[src/rtl/rom_fetch_ctrl_pkg.sv]
// rom_fetch_ctrl_pkg: shared FSM encodings and instruction geometry for the ROM fetch controller
package rom_fetch_ctrl_pkg;
    localparam int INST_W = 32;
    localparam int LANES  = 4;
    typedef enum logic [1:0] {IDLE = 2'd0, REQ = 2'd1, WAIT = 2'd2} state_t;
endpackage

[src/rtl/rom_fetch_ctrl.sv]
// rom_fetch_ctrl: one-entry instruction buffer refilled by four little-endian byte reads
module rom_fetch_ctrl
    import rom_fetch_ctrl_pkg::*;
#(
    parameter int ADDR_W = 32
) (
    input  logic              clk,
    input  logic              rst,
    input  logic              rom_ce,
    input  logic [ADDR_W-1:0] rom_raddr,
    output logic [INST_W-1:0] rom_rdata,
    output logic              stall,
    input  logic              flush,
    output logic              mem_re,
    output logic [ADDR_W-1:0] mem_addr,
    input  logic [7:0]        mem_rdata,
    input  logic              mem_rvalid
);
    localparam int WA = ADDR_W - 2;

    state_t            state, state_n;
    logic [1:0]        idx, idx_n;
    logic              abort, abort_n, buf_valid, buf_valid_n, mem_re_n;
    logic [WA-1:0]     buf_addr, buf_addr_n, fetch_addr, fetch_addr_n, word;
    logic [INST_W-1:0] buf_data, buf_data_n, asm_q, asm_n;
    logic [ADDR_W-1:0] mem_addr_n;
    logic              hit, cancel, unused_lo;

    assign word      = rom_raddr[ADDR_W-1:2];
    assign unused_lo = ^rom_raddr[1:0];
    assign hit       = rom_ce && buf_valid && word == buf_addr && !flush;
    assign stall     = rom_ce && !hit;
    assign rom_rdata = buf_data;
    assign cancel    = flush || !rom_ce || word != fetch_addr;

    always_comb begin
        state_n      = state;
        idx_n        = idx;
        abort_n      = abort;
        fetch_addr_n = fetch_addr;
        buf_valid_n  = buf_valid;
        buf_addr_n   = buf_addr;
        buf_data_n   = buf_data;
        asm_n        = asm_q;
        case (state)
            IDLE: begin
                abort_n = 1'b0;
                if (rom_ce && !hit) begin
                    fetch_addr_n = word;
                    idx_n        = 2'd0;
                    state_n      = REQ;
                end
            end
            REQ: begin
                abort_n = abort || cancel;
                state_n = abort ? IDLE : WAIT;
            end
            WAIT: begin
                abort_n = abort || cancel;
                if (mem_rvalid) begin
                    asm_n[8*idx +: 8] = mem_rdata;
                    if (abort) state_n = IDLE;
                    else if (idx == 2'(LANES - 1)) begin
                        state_n = IDLE;
                        // a coincident flush discards the finished word
                        if (!flush) begin
                            buf_valid_n = 1'b1;
                            buf_addr_n  = fetch_addr;
                            buf_data_n  = asm_n;
                        end
                    end else begin
                        idx_n   = idx + 2'd1;
                        state_n = REQ;
                    end
                end
            end
            default: state_n = IDLE;
        endcase
        if (flush) buf_valid_n = 1'b0;
        mem_re_n   = state_n == REQ && !abort_n;
        mem_addr_n = mem_re_n ? {fetch_addr_n, idx_n} : mem_addr;
    end

    always_ff @(posedge clk or negedge rst) begin
        if (!rst) begin
            state      <= IDLE;
            idx        <= '0;
            abort      <= 1'b0;
            buf_valid  <= 1'b0;
            buf_addr   <= '0;
            buf_data   <= '0;
            fetch_addr <= '0;
            asm_q      <= '0;
            mem_re     <= 1'b0;
            mem_addr   <= '0;
        end else begin
            state      <= state_n;
            idx        <= idx_n;
            abort      <= abort_n;
            buf_valid  <= buf_valid_n;
            buf_addr   <= buf_addr_n;
            buf_data   <= buf_data_n;
            fetch_addr <= fetch_addr_n;
            asm_q      <= asm_n;
            mem_re     <= mem_re_n;
            mem_addr   <= mem_addr_n;
        end
    end
endmodule

[config.mk]
export PLATFORM = sky130hd
export DESIGN_NAME = rom_fetch_ctrl
export DESIGN_NICKNAME = d
export VERILOG_FILES = /design/src/rtl/rom_fetch_ctrl_pkg.sv /design/src/rtl/rom_fetch_ctrl.sv
export SDC_FILE = /design/constraint.sdc
export NUM_CORES = 1
export LEC_CHECK = 0
export ABC_CLOCK_PERIOD_IN_PS = 3100
export CAP_MARGIN = 0
export CORE_MARGIN = 1.5
export CORE_UTILIZATION = 42
export CTS_CLUSTER_DIAMETER = 40
export DETAILED_ROUTE_END_ITERATION = 7
export PLACE_DENSITY = 0.68
export SLEW_MARGIN = 20
export SYNTH_ARGS = -nofsm -noshare
export SYNTH_HDL_FRONTEND = slang
export SYNTH_SLANG_ARGS = --single-unit
[constraint.sdc]
create_clock -name clk -period 3.1 [get_ports clk]
set_input_delay 0.775 -clock clk [delete_from_list [all_inputs] [get_ports clk]]
set_output_delay 0.775 -clock clk [all_outputs]
set_load 0.1 [all_outputs]
* Word-level counts from Yosys, hierarchy flattened
Cells that the tools add are included.
W data, S select, Z words.
** Storage, ports and cells
- Bits in registers :: 163
- Output and inout bits :: 66
** Operators by class
- Bitwise logic cells :: 2
- Multiplexer cells :: 20
- Equal/unequal tests :: 7
- Reductions and logical operators :: 20
- Shift operators :: 2
- $add $sub $neg :: 2
** Operators by type and width (count)
- $mux W30 :: 2
- $neg A5 Y34 :: 1
- $shift A8 B34 Y32 const A :: 1
- $shiftx A8 B34 Y32 :: 1
- $bwmux W32 :: 1
- $eq A30 B30 Y1 :: 1
- $ne A30 B30 Y1 :: 1
- $mux W2 :: 7
- $mux W1 :: 7
- $pmux W2 S3 :: 1
- $reduce_bool A2 Y1 :: 3
- $logic_and A1 B1 Y1 :: 5
- $reduce_and A5 Y1 :: 1
- $eq A2 B1 Y1 const B :: 2
- $eq A2 B2 Y1 const B :: 2
- $logic_not A1 Y1 :: 4
- $pmux W2 S2 :: 1
- $reduce_and A4 Y1 :: 1
- $logic_or A1 B1 Y1 :: 3
- $add A2 B1 Y2 const B :: 1
- $logic_not A2 Y1 :: 1
- $ne A2 B2 Y1 const B :: 1
- $not A1 Y1 :: 2
- $pmux W1 S2 :: 1
- 2 further kinds :: 2

* Longest topological paths before layout
Gate-level depths: netlist (run 1).
- Depth after elaboration :: 9
- Depth in mapped cells :: 9
- Gate-level depth less buffers :: 8

* Least setup slack after synthesis (run 1)
Ideal clock, no wire load.
- Path kind :: in2out
- Start :: input flush
- End :: output stall
- Buffers on the path :: 0
- Cell stages on the path :: 4
- Data arrival time :: 2588 ps
- Data required time :: 2325 ps
- Path slack :: -263 ps
- Cells stage by stage :: and3b_1 -> nand4_1 -> nor4_2 -> a21oi_1
** On the way
- Word-level cells in the longest chain between the ends :: 4
** Ends and longest elaborated chain
- from (decl) :: line rom_fetch_ctrl.sv:13 : input logic flush,
- $logic_not A1 Y1
- $logic_and A1 B1 Y1 :: line rom_fetch_ctrl.sv:31 : assign hit = rom_ce && buf_valid && word == buf_addr && !flush;
- $logic_not A1 Y1 :: line rom_fetch_ctrl.sv:32 : assign stall = rom_ce && !hit;
- $logic_and A1 B1 Y1 :: line rom_fetch_ctrl.sv:32
- to (decl) :: line rom_fetch_ctrl.sv:12 : output logic stall,
No other way between the ends.

* Final worst setup path (run 1)
- Start :: input rom_raddr[21]
- End :: output stall
** On the way
- Word-level cells in the longest chain between the ends :: 5
** Ends and longest elaborated chain
- from (decl) :: line rom_fetch_ctrl.sv:10 : input logic [ADDR_W-1:0] rom_raddr,
- $eq A30 B30 Y1 :: line rom_fetch_ctrl.sv:31
- $logic_and A1 B1 Y1 (2 in a row) :: line rom_fetch_ctrl.sv:31
- $logic_not A1 Y1 :: line rom_fetch_ctrl.sv:32
- $logic_and A1 B1 Y1 :: line rom_fetch_ctrl.sv:32
No other way between the ends.

==> reports/results.ini, run 1 <==
[drt]
vias=5068
wire_per_inst_um=17.49
vias_per_cell=5.150
drtIter0Drc=279
drc_errors=0
drt_pass1_iterations=5
wl_um=17210
antenna_left=0

[finish]
design_area_mm2=0.009762
drive_gt1_frac=0.3531
fill_cells=1413
register_area_mm2=0.004079
stdcell_count=984
fin_nets=802
diodes=0
multi_input_area_mm2=0.003441
synthToLayoutAreaGrowth_pct=30.56

[setup_path]
reg2reg_to=mem_addr[27]
critPathKind=in2out
cp.arrival_ns=2.24
crit_fanout=2
startpoint_type=primary input
end_kind=primary output
rr_startpoint=state[0]
worst_ep_required_time_ns=2.32
r2r_slack_ns=0.51
reg2reg_depth=10

[logic_synthesis]
synth_top_cell_area_share=0.5455
syn_area_per_cell_um2=12.42
ys_ff_latch=163
synthArstFlopShare=1.000
synth_top_area_cell=dfrtp_1
yosys-top-cells-count=dfrtp_1 (163), mux2_2 (63), xnor2_1 (60)
ys_warn_count=0
syn_nets=658
yosysSeqAreaShare=0.5455
synthCells=602
ys_top_cells_by_area=dfrtp_1 (55%), mux2_2 (9.5%), xnor2_1 (7.0%), mux2_4 (5.8%), a22o_1 (3.7%)
synth.distinct_cells=33
mappedNetlistArea_mm2=0.007477
synthMostInstantiatedCell=dfrtp_1
synth_edf_count=0
dominantRegCellSynth=dfrtp_1

[cts]
clkTransAtPathRegs_ns=0.06
cts_buffers=17
cts_sinks=163
clkLatencyLatePin_ns=0.42
hold_buffers=0
cts_root_buffer=clkbuf_16
h-tree-depth=4
cts_tree=done
clk_path_buf_depth=2

[global_route]
grt_pass1_wl_um=27760
met1_usage=0.2401
use_met3=0.04288
grt_max_degree=76
use_met2=0.3395
grt.busiest_layer=met2
gr-total-overflow=0
antenna_found_initial=0
grtUsageTotal=0.1955
grt_pass1_vias=5262

[placed_design]
gp_congestion=0.8548
port_buffers=108
dp_hpwl_um=12230
placedInstanceArea_mm2=0.008957
dp_cells=949

[floorplanning]
dieWidth_um=136.4
boundaryPins=111
std_cell_rows=48
coreArea_mm2=0.01736
start_util=0.4308
die_area_mm2=0.01861
die_h_um=136.4

[timing]
finalClockSkew_ns=0.007125
timing.fmax_mhz=331.6
hold_violations=0
final-setup-viol-count=0
slew_viol_final=0
period_needed_ns=3.016
timing.final.crit_share=0.9728
grt_setup_unrepaired=no
worstMarginPinSlew_ns=0.6775
max_slew_margin=0.5484

[pwr]
p_switching_mw=4.131
internal_power_mw=5.612
power_leakage_nw=4.571
combPwrFrac=0.480
power_frac_seq=0.314
clockPowerShare=0.206
switching_share=0.4240
vdd_drop_max_mv=1.125
power.total_mw=9.743
pwr_density_cell_mw_per_mm2=998.0

[outcome]
status=finished, final reports clean

[job]
cap_violations=0

[worst_hold_path]
holdCritPathClass=in2async

[per-stage QoR]
step,utilization,setup slack [ns],TNS [ns],hold slack (ns)
after floorplan,-,0.3604,0,0.4584
after detailed placement,0.5161,-0.4203,-12.77,0.4738
after global routing,0.5624,0.01167,0,0.4228
final,0.5624,0.08446,0,0.3714
after global placement,0.5161,-0.3503,-10.76,0.4630
after CTS,0.5538,0.001207,0,0.3929
[placed cells by master (no fill, tap or decap), types with 21 or more instances in the layout]
cell type / count
mux2_2: 63
dfrtp_1: 163
xnor2_2: 21
nand2_1: 45
xnor2_1: 38
a22o_1: 32
o21ai_0: 37
a21oi_1: 33
mux2_4: 29
nor2b_1: 36
nand4_1: 21
buf_4: 109
[kinds of logic after synthesis]
logic type / Yosys count / share of synthesized area
flops: 163 / 0.5455
simple gates: 130 / 0.09672
compound gates: 108 / 0.09254
mux: 93 / 0.1545
xor+xnor: 60 / 0.07028
buf+inv: 37 / 0.02209
fa+ha+maj: 11 / 0.01841
[layer usage]
metal | routed length, µm | vias to the layer above | share of wire
met5 | 0 | - | 0
met4 | 369 | 0 | 0.021
li1 | - | 2412 | -
met1 | 7295 | 2477 | 0.42
met3 | 876 | 29 | 0.051
met2 | 8671 | 150 | 0.50
[what timing repair did]
item	CTS	global route
gates resized for setup	21	29
gates cloned	0	0
endpoints found under the hold margin	0	0
setup endpoints to repair	1	32
setup buffers	1	2
pin swaps	5	11
[critical path, cell delays in order]
cell and delay, ns:
clkdlybuf4s50_1 0.53, xnor2_1 0.16, nand4_1 0.14, nor4_2 0.23, buf_4 0.16, a21oi_2 0.07, buf_12 0.17
[registers in the layout (all words and copies together), names as in the netlist]
name / count
mem_re: 1
idx: 2
abort: 1
buf_addr: 30
state: 2
buf_valid: 1
fetch_addr: 30
rom_rdata: 32
mem_addr: 32
asm_q: 32
[worst max-delay path by stage]
stage	startpoint	to	cells after the start
final	rom_raddr[21]	stall	7
after global placement	rom_raddr[10]	mem_addr[17]	9
after detailed placement	rom_raddr[10]	mem_addr[27]	9
after CTS	rom_raddr[25]	stall	7
after floorplan	rom_raddr[25]	stall	4
after global routing	rom_raddr[21]	stall	7
[power groups by stage]
stage / combinational [mW] / sequential (mW) / clock (mW)
finish: 4.68 / 3.06 / 2.01
global route: 4.91 / 3.13 / 2.15
CTS: 4.70 / 3.06 / 2.04
detailed placement: 4.69 / 3.08 / 0
global placement: 4.61 / 3.05 / 0
floorplan: 2.02 / 4.55 / 0
[layout make-up]
| cell class | count | area share |
|---|---|---|
| clock buffer | 22 | 0.04755 |
| clock inverter | 10 | 0.01038 |
| inverter | 6 | 0.002307 |
| multi-input combinational | 402 | 0.3525 |
| sequential | 163 | 0.4178 |
| tap | 225 | 0.02884 |
| timing repair buffer | 156 | 0.1406 |
(Power assumes the default switching activity.)
==> run 2, diff against run 1 <==
CORE_UTILIZATION = 54   (was 42)
PLACE_DENSITY = 0.84   (was 0.68)
==> reports/results.ini, run 2 (synthesis results as in run 1) <==
[outcome]
status=finished, final reports clean

[setup_path]
startpoint_type=primary input
rr_startpoint=state[0]
reg2reg_to=mem_addr[2]
critPathKind=in2out
r2r_slack_ns=0.43  ; -0.08 ns
worst_ep_required_time_ns=2.32  ; about the same
cp.arrival_ns=2.24  ; about the same
crit_fanout=2  ; unchanged
end_kind=primary output
reg2reg_depth=9  ; -1

[worst_hold_path]
holdCritPathClass=in2async

[global_route]
antenna_found_initial=0  ; unchanged
grt_pass1_vias=5534  ; +5.2%
grt_max_degree=69  ; -9.2%
grt_pass1_wl_um=28230  ; +1.7%
gr-total-overflow=0  ; unchanged
grtUsageTotal=0.2548  ; +0.05923

[finish]
diodes=0  ; unchanged
layout_commonest_cell=dfrtp_1
fin_nets=798  ; -0.50%
synthToLayoutAreaGrowth_pct=30.94
drive_gt1_frac=0.3537  ; +0.0006272
most-common-layout-cells=dfrtp_1 (163), buf_4 (101), mux2_2 (63)

[pwr]
power_leakage_nw=4.594  ; +0.50%
power.total_mw=9.772  ; +0.30%
pwr_density_cell_mw_per_mm2=998.1  ; about the same
vdd_drop_max_mv=1.105  ; -1.8%

[timing]
hold_violations=0  ; unchanged
slew_viol_final=0  ; unchanged
grt_setup_unrepaired=no
period_needed_ns=3.015  ; -0.0009488 ns
worstMarginPinSlew_ns=0.6509  ; -0.02653 ns
max_slew_margin=0.5660  ; +0.01769
final-setup-viol-count=0  ; unchanged
timing.final.crit_share=0.9724  ; about the same
finalClockSkew_ns=0.01080  ; +0.003679 ns
timing.fmax_mhz=331.7  ; about the same
layout_setup_ws_ns=0.08541  ; +0.0009488 ns
finalSetupTns_ns=0  ; unchanged
holdWs_ns=0.3434  ; -0.02801 ns

[floorplanning]
boundaryPins=111  ; unchanged
dieWidth_um=120.7  ; -12%
start_util=0.5580  ; +0.1272
coreArea_mm2=0.01340  ; -23%
die_area_mm2=0.01456  ; -22%
std_cell_rows=42  ; -13%
die_h_um=120.7  ; -12%

[placed_design]
place_ws_ns=-0.2748  ; +0.1456 ns
gp_congestion=0.8942  ; +4.6%
port_buffers=108  ; unchanged
dp_hpwl_um=11920  ; -2.5%

[job]
cap_violations=0  ; unchanged

[drt]
vias=5251  ; +3.6%
drtIter0Drc=314  ; +13%
drc_errors=0  ; unchanged
wire_per_inst_um=18.92  ; +8.1%
vias_per_cell=5.658  ; +9.9%
drt_pass1_iterations=5  ; unchanged
antenna_left=0  ; unchanged
wl_um=17560  ; +2.0%

[cts]
clk_path_buf_depth=2  ; unchanged
clkTransAtPathRegs_ns=0.06  ; about the same
h-tree-depth=4  ; unchanged
clkLatencyLatePin_ns=0.44  ; +0.02 ns
cts_buffers=17  ; unchanged
cts_tree=done
cts_root_buffer=clkbuf_16
cts_sinks=163  ; unchanged
hold_buffers=0  ; unchanged

[run 2: worst max-delay path by stage]
stage               slack (ns)  cells after the start     startpoint      endpoint
CTS                      0.009                      7   rom_raddr[8]         stall
finish                    0.09                      8  rom_raddr[22]         stall
detailed placement       -0.27                     11  rom_raddr[22]   mem_addr[7]
global route             0.002                      8  rom_raddr[22]         stall
global placement         -0.17                     11  rom_raddr[24]  mem_addr[29]
floorplan                 0.36                      4  rom_raddr[25]         stall
[run 2: power breakdown]
part           internal (mW)  total [mW]  switching, mW
clock network           1.27        2.07          0.804
registers               2.66        3.07          0.418
logic                   1.74        4.63           2.89
total                   5.66        9.77           4.11
[run 2: metrics by stage]
step,area (µm²),instances,util
after floorplan,7481,602,-
after global placement,8861,892,0.6613
after detailed placement,8861,892,0.6613
after CTS,9648,926,0.7200
after global routing,9791,928,0.7306
final,9791,928,0.7306
[run 2: worst max-delay path, cell delays in order]
cell,delay (ns)
clkdlybuf4s15_1,0.24
buf_4,0.19
xnor2_4,0.17
nand4_1,0.15
nor4_2,0.32
buf_4,0.17
a21oi_2,0.06
buf_12,0.17
[run 2: area by class of cell]
| class | instances | area (µm²) |
|---|---|---|
| clock inverter | 10 | 136.4 |
| inverter | 6 | 22.52 |
| fill | 850 | 3610 |
| timing repair buffer | 152 | 1369 |
| clock buffer | 19 | 442.9 |
| sequential | 163 | 4079 |
| multi-input combinational | 402 | 3521 |
| tap | 176 | 220.2 |
[run 2: metal layers]
metal  track usage  part of all wire  up-vias  wire length, µm
met2        0.4229              0.50      216             8793
met4        0.1353             0.043        0              754
met1        0.3076              0.40     2582             7011
met5             0                 0        -                0
met3       0.06179             0.057       59              997
li1              -                 -     2394                -
[run 2: timing repair]
item | CTS | global route
setup buffers | 5 | 2
endpoints found under the hold margin | 0 | 0
setup endpoints to repair | 1 | 1
pin swaps | 6 | 15
gates resized for setup | 36 | 28
